### src/rtl/muldiv_sequencer_pkg.sv
// muldiv_sequencer_pkg: RV32M op codes, sequencer states and operand-sign helpers
package muldiv_sequencer_pkg;
  typedef enum logic [2:0] {
    OP_MUL    = 3'b000,
    OP_MULH   = 3'b001,
    OP_MULHSU = 3'b010,
    OP_MULHU  = 3'b011,
    OP_DIV    = 3'b100,
    OP_DIVU   = 3'b101,
    OP_REM    = 3'b110,
    OP_REMU   = 3'b111
  } op_e;
  typedef enum logic [1:0] {S_IDLE, S_PREP, S_ITER, S_FIX} state_e;
  function automatic logic is_div(input op_e op);
    return op[2];
  endfunction
  function automatic logic a_signed(input op_e op);
    return op == OP_MULH || op == OP_MULHSU || op == OP_DIV || op == OP_REM;
  endfunction
  function automatic logic b_signed(input op_e op);
    return op == OP_MULH || op == OP_DIV || op == OP_REM;
  endfunction
endpackage

### src/rtl/muldiv_sequencer_if.sv
// muldiv_sequencer_if: request/response bundle between EX stage and the mul/div unit
interface muldiv_sequencer_if #(parameter int WIDTH = 32);
  logic             start;
  logic [2:0]       op;
  logic [WIDTH-1:0] rs1;
  logic [WIDTH-1:0] rs2;
  logic             flush;
  logic             busy;
  logic             done;
  logic [WIDTH-1:0] result;
  modport master (output start, op, rs1, rs2, flush, input busy, done, result);
  modport slave (input start, op, rs1, rs2, flush, output busy, done, result);
endinterface

### src/rtl/muldiv_addsub.sv
// muldiv_addsub: shared add/subtract, subtraction as a + ~b + 1
module muldiv_addsub #(parameter int N = 33) (
  input  logic [N-1:0] a_i,
  input  logic [N-1:0] b_i,
  input  logic         sub_i,
  output logic [N-1:0] y_o
);
  assign y_o = a_i + (b_i ^ {N{sub_i}}) + N'(sub_i);
endmodule

### src/rtl/muldiv_sequencer.sv
// muldiv_sequencer: iterative RV32M multiply (shift-add) and divide (restoring) unit
module muldiv_sequencer
  import muldiv_sequencer_pkg::*;
#(
  parameter int WIDTH  = 32,
  parameter int BYPASS = 1
) (
  input logic clk,
  input logic reset,
  muldiv_sequencer_if.slave bus
);
  localparam int CW = $clog2(WIDTH);
  localparam int W2 = 2 * WIDTH;
  state_e state_q, state_d;
  op_e op_q, op_d;
  logic [W2-1:0] acc_q, acc_d, prod_fix;
  logic [WIDTH-1:0] b_q, b_d, result_q, result_d, lo, hi, abs_a, abs_b, result_fix;
  logic [CW-1:0] cnt_q, cnt_d;
  logic negq_q, negq_d, negr_q, negr_d, busy_q, busy_d, done_q, done_d;
  logic sa, sb, b_zero, ovf, special;
  logic [WIDTH:0] shifted, as_a, as_b, as_y;
  assign lo = acc_q[WIDTH-1:0];
  assign hi = acc_q[W2-1:WIDTH];
  assign sa = a_signed(op_q) && lo[WIDTH-1];
  assign sb = b_signed(op_q) && b_q[WIDTH-1];
  assign abs_a = sa ? -lo : lo;
  assign abs_b = sb ? -b_q : b_q;
  assign b_zero = b_q == '0;
  assign ovf = (op_q == OP_DIV || op_q == OP_REM) && lo == {1'b1, {(WIDTH-1){1'b0}}} && &b_q;
  assign special = BYPASS != 0 && is_div(op_q) && (b_zero || ovf);
  assign shifted = {hi, lo[WIDTH-1]};
  assign as_a = is_div(op_q) ? shifted : {1'b0, hi};
  assign as_b = is_div(op_q) || lo[0] ? {1'b0, b_q} : '0;
  muldiv_addsub #(.N(WIDTH + 1)) u_addsub (.a_i(as_a), .b_i(as_b), .sub_i(is_div(op_q)), .y_o(as_y));
  assign prod_fix = negq_q ? -acc_q : acc_q;
  assign result_fix = !is_div(op_q) ? (op_q == OP_MUL ? prod_fix[WIDTH-1:0] : prod_fix[W2-1:WIDTH])
                    : op_q[1] ? (negr_q ? -hi : hi) : (negq_q ? -lo : lo);
  assign bus.busy = busy_q;
  assign bus.done = done_q;
  assign bus.result = result_q;
  // next-state: latch, take magnitudes, iterate on the shared adder, then sign-fix and publish
  always_comb begin
    state_d = state_q;
    op_d = op_q;
    acc_d = acc_q;
    b_d = b_q;
    cnt_d = cnt_q;
    negq_d = negq_q;
    negr_d = negr_q;
    result_d = result_q;
    done_d = 1'b0;
    case (state_q)
      S_IDLE: if (bus.start) begin
        state_d = S_PREP;
        op_d = op_e'(bus.op);
        acc_d = {{WIDTH{1'b0}}, bus.rs1};
        b_d = bus.rs2;
      end
      S_PREP: begin
        state_d = special ? S_FIX : S_ITER;
        cnt_d = '0;
        negq_d = (sa ^ sb) && !(is_div(op_q) && b_zero);
        negr_d = sa;
        acc_d = !is_div(op_q) ? {{WIDTH{1'b0}}, abs_b}
              : (special && b_zero) ? {abs_a, {WIDTH{1'b1}}} : {{WIDTH{1'b0}}, abs_a};
        b_d = is_div(op_q) ? abs_b : abs_a;
      end
      S_ITER: begin
        acc_d = is_div(op_q) ? {as_y[WIDTH] ? shifted[WIDTH-1:0] : as_y[WIDTH-1:0], lo[WIDTH-2:0], ~as_y[WIDTH]}
              : {as_y, lo[WIDTH-1:1]};
        cnt_d = cnt_q + 1'b1;
        state_d = cnt_q == CW'(WIDTH - 1) ? S_FIX : S_ITER;
      end
      S_FIX: begin
        result_d = result_fix;
        done_d = 1'b1;
        state_d = S_IDLE;
      end
      default: state_d = S_IDLE;
    endcase
    if (bus.flush) begin
      state_d = S_IDLE;
      done_d = 1'b0;
      result_d = result_q;
    end
    busy_d = state_d == S_PREP || state_d == S_ITER;
  end
  // state and datapath registers
  always_ff @(posedge clk) begin
    if (reset) begin
      state_q <= S_IDLE;
      op_q <= OP_MUL;
      acc_q <= '0;
      b_q <= '0;
      cnt_q <= '0;
      negq_q <= 1'b0;
      negr_q <= 1'b0;
      result_q <= '0;
      busy_q <= 1'b0;
      done_q <= 1'b0;
    end else begin
      state_q <= state_d;
      op_q <= op_d;
      acc_q <= acc_d;
      b_q <= b_d;
      cnt_q <= cnt_d;
      negq_q <= negq_d;
      negr_q <= negr_d;
      result_q <= result_d;
      busy_q <= busy_d;
      done_q <= done_d;
    end
  end
endmodule

### src/flat_wrapper.sv
// flat-port wrapper written by rule: the top's interface ports become plain ports
module muldiv_sequencer_flat import muldiv_sequencer_pkg::*;
#(
  parameter int WIDTH  = 32,
  parameter int BYPASS = 1
)
  (clk, reset, bus_start, bus_op, bus_rs1, bus_rs2, bus_flush, bus_busy, bus_done, bus_result);
  muldiv_sequencer_if #(.WIDTH(WIDTH)) bus_i ();
  input logic clk;
  input logic reset;
  input wire logic [$bits(bus_i.start)-1:0] bus_start;
  input wire logic [$bits(bus_i.op)-1:0] bus_op;
  input wire logic [$bits(bus_i.rs1)-1:0] bus_rs1;
  input wire logic [$bits(bus_i.rs2)-1:0] bus_rs2;
  input wire logic [$bits(bus_i.flush)-1:0] bus_flush;
  output wire logic [$bits(bus_i.busy)-1:0] bus_busy;
  output wire logic [$bits(bus_i.done)-1:0] bus_done;
  output wire logic [$bits(bus_i.result)-1:0] bus_result;
  assign bus_i.start = bus_start;
  assign bus_i.op = bus_op;
  assign bus_i.rs1 = bus_rs1;
  assign bus_i.rs2 = bus_rs2;
  assign bus_i.flush = bus_flush;
  assign bus_busy = bus_i.busy;
  assign bus_done = bus_i.done;
  assign bus_result = bus_i.result;
  muldiv_sequencer #(.WIDTH(WIDTH), .BYPASS(BYPASS)) u_core (.clk(clk), .reset(reset), .bus(bus_i));
endmodule
### config.mk
export PLATFORM = sky130hd
export DESIGN_NAME = muldiv_sequencer_flat
export DESIGN_NICKNAME = d
export VERILOG_FILES = /design/src/rtl/muldiv_sequencer_pkg.sv /design/src/rtl/muldiv_sequencer_if.sv /design/src/rtl/muldiv_addsub.sv /design/src/rtl/muldiv_sequencer.sv /design/src/flat_wrapper.sv
export SDC_FILE = /design/constraint.sdc
export NUM_CORES = 1
export LEC_CHECK = 0
export ABC_AREA = 1
export CAP_MARGIN = 25
export CORE_MARGIN = 4
export CORE_UTILIZATION = 45
export DETAILED_ROUTE_END_ITERATION = 10
export PLACE_DENSITY = 0.7
export SKIP_CTS_REPAIR_TIMING = 1
export SYNTH_ARGS = -nofsm -noshare
export SYNTH_HDL_FRONTEND = slang
export SYNTH_SLANG_ARGS = --single-unit
### constraint.sdc
create_clock -name clk -period 5.2 [get_ports clk]
set_input_delay 0.78 -clock clk [delete_from_list [all_inputs] [get_ports clk]]
set_output_delay 0.78 -clock clk [all_outputs]
set_load 0.05 [all_outputs]
==> impl_metrics.ini <==
[status]
outcome = finished, final reports clean

[min_path]
hp-class = flop to flop
holdPathStages = 2

[grt]
grt_util_met1_pct = 49.5
grt_max_degree = 130
antenna_found_initial = 2
overflow = 0
grt_pass1_wl_mm = 111
grt_pass1_vias = 18100
grt.total_usage_pct = 37.5
busiest_layer = met2
grt.met3_usage_pct = 7.88
use_met2_pct = 58.5

[synth]
synth-edff-count = 0
ys_seq_elements = 142
async_flop_share_pct = 0
yosysSeqAreaShare_pct = 17.9
synth_top_cell_by_area = nand2_1
syn-instance-count = 2877
synth_top_area_share_pct = 19.9
yosys-top-cells-area = nand2_1 (20%), dfxtp_1 (18%), o21ai_0 (10%)
synth_warnings = 0
synth-main-ff-cell = dfxtp_1
ys_types = 55
syn_area_per_cell_sq_um = 5.54
syn_area_sq_um = 15900
synthesis.nets = 2990

[die]
die_width_um = 196
die_area_sq_um = 38500
io_pins = 105
num_rows = 68
fp.coreArea_sq_um = 34700
die_h_um = 196
start_util_pct = 45.9

[cells_and_area]
fin_area_sq_um = 17800
syn2layout_area_growth_pct = 11.5
multiInputGateArea_sq_um = 11300
nets = 2986
layout-drive-gt1-share_pct = 5.47
layout_commonest_cell = nand2_1
final_cell_mix = nand2_1 (843), o21ai_0 (334), nor2_1 (280)
fin_util_pct = 51.2
fillerInstances = 3793
regArea_sq_um = 2850

[clock_tree]
clkTransAtPathRegs_ns = 0.06
cts_buffers = 17
clock_latency_ns = 0.46
clk_path_buf_depth = 2
cts_tree = built
numClockSinks = 142
cts-root-buf = clkbuf_16
h-tree-depth = 4

[sta]
fin_crit_ns = 4.02
fin_crit_sh_pct = 77.4
tightest_slew_ns = 1.16
whs_ns = 0.477
drv_slew = 0
setup_viol = 0
fmax_ghz = 0.249
rsz0062_at_grt = no
clock_skew_ns = 0.0186
relSlewSlack_pct = 21.6
setup_ws_ns = 1.18
final_hold_viol_count = 0
fin_tns_setup_ns = 0

[power]
irDropWorstVdd_uv = 244
powerDensity_nw_per_um2 = 230
p_leak_nw = 7.93

[drt]
drc_errors = 0
vias_per_cell = 6.00
post_drt_wl_per_cell_um = 22.5
vias = 20100
drt_iter0_drc = 2958
drtAntennaViolNets = 0
wirelength_mm = 75.2
first_pass_iters = 6

[worst_setup_path]
crit_path_start_kind = flop
path_common_cell = nand2_1
crit_family = simple AND/OR/NAND/NOR gates
crit_fanout = 32
cp_cell_sequence = inv_1 -> nor2_2 -> buf_4 -> nand2_1 -> o21ai_0 -> ha_1 -> a21oi_1 -> nand2_1 -> a21oi_2 -> nand2_4 -> nand2_2 -> nand2_1 -> nand2_1 -> nand2_2 -> buf_4 -> o21ai_0 -> nor2_1 -> o21ai_1 -> nand2_1 -> a21oi_1
timing_worst_setup_path_type = flop to flop
cp_num_cells = 20
cp.arrival_ns = 4.39
critPathSlowestCell = dfxtp_1
path_buf_inv = 3
rr_worst_depth = 20
endpoint_kind = flop
max_stage_delay_ns = 0.56
crit_required_ns = 5.57

[placement]
hpwlAfterDp_mm = 58.2
io_buffers = 104
placed_cell_area_sq_um = 17100
pre_cts_slack_ns = 1.31
routabilityCongestion = 1.03

[run]
cap_viol_max_count = 0
[worst register-to-register path, cell delays in order (launching register included)]
cell and delay [ns]:
dfxtp_1 0.56, inv_1 0.21, nor2_2 0.14, buf_4 0.35, nand2_1 0.09, o21ai_0 0.17
ha_1 0.35, a21oi_1 0.30, nand2_1 0.15, a21oi_2 0.18, nand2_4 0.09, nand2_2 0.08
nand2_1 0.07, nand2_1 0.08, nand2_2 0.27, buf_4 0.31, o21ai_0 0.17, nor2_1 0.06
o21ai_1 0.11, nand2_1 0.07, a21oi_1 0.15
[worst paths after layout]
path                                        endpoint  slack, ns                  from
worst min-delay path            u_core.bus.result[1]       0.48  u_core.bus.result[1]
worst min register to register  u_core.bus.result[1]       0.48  u_core.bus.result[1]
worst max register to register      u_core.acc_q[53]       1.18       u_core.acc_q[0]
worst max-delay path                u_core.acc_q[53]       1.18       u_core.acc_q[0]
[layout make-up]
| class | count | area share [%] |
|---|---|---|
| tap | 455 | 3.20 |
| clock inverter | 10 | 0.507 |
| sequential | 142 | 16.0 |
| clock buffer | 22 | 2.67 |
| inverter | 279 | 5.90 |
| antenna | 3 | 0.0423 |
| multi-input combinational | 2284 | 63.7 |
| timing repair buffer | 149 | 7.99 |
[routing by layer]
| metal | wire (um) | vias to the layer above |
|---|---|---|
| met5 | 21 | - |
| met4 | 4360 | 4 |
| met3 | 8050 | 225 |
| met2 | 32300 | 1247 |
| met1 | 30400 | 9149 |
| li1 | - | 9451 |
[cells by family (layout without fill, tap and decap cells)]
group / count (synthesis) / count (layout) / share of synthesized area (%)
other: 0 / 3 / 0
xor gates and xnor gates: 87 / 87 / 4.78
buffers and inverters: 451 / 460 / 11.3
DFF: 142 / 142 / 17.9
and+or+nand+nor: 1376 / 1376 / 35.6
adders and majority gates: 42 / 42 / 3.35
AOI/OAI and AO/OA: 779 / 779 / 27.2
[where the power goes]
part	internal, mW	switching [mW]	total [mW]
sequential	1.15	0.133	1.28
clock	0.694	0.554	1.25
combinational	0.464	1.10	1.57
total	2.30	1.79	4.09
[flip-flops by register name, summed over array words and instances (netlist names), 2 cells and up]
signal / count
u_core.acc_q: 64
u_core.cnt_q: 5
u_core.b_q: 32
u_core.op_q: 3
u_core.bus.result: 32
u_core.state_q: 2
[per-stage QoR]
| step | total power, mW | std cells |
|---|---|---|
| finish | 4.09 | 3344 |
| CTS | 4.02 | 3339 |
| global placement | 2.78 | 3306 |
| detailed placement | 2.79 | 3307 |
| global route | 4.25 | 3341 |
| floorplan | 2.25 | 2877 |
[cell usage after synthesis, types with 3 or more instances]
cell type / n
nand2_1: 843
o21ai_0: 334
nor2_1: 284
a21oi_1: 264
inv_1: 263
dfxtp_1: 142
clkbuf_1: 128
nand3_1: 127
xor2_1: 77
ha_1: 41
o211ai_1: 36
nor3_1: 33
nand4_1: 31
a31oi_1: 28
o21ai_1: 27
buf_2: 26
inv_2: 15
a21oi_2: 14
o21a_1: 14
o21bai_1: 13
o221ai_1: 11
xnor2_1: 10
nand2_2: 9
o211ai_2: 9
nor2_2: 8
or2_0: 8
buf_4: 7
o22ai_1: 7
or2_1: 7
buf_1: 6
o31ai_1: 6
or2_2: 6
and2_1: 5
a221oi_1: 4
buf_6: 4
a21o_1: 3
nor3_2: 3
nor4_1: 3
No activity file was read; power rests on OpenSTA's default activity.
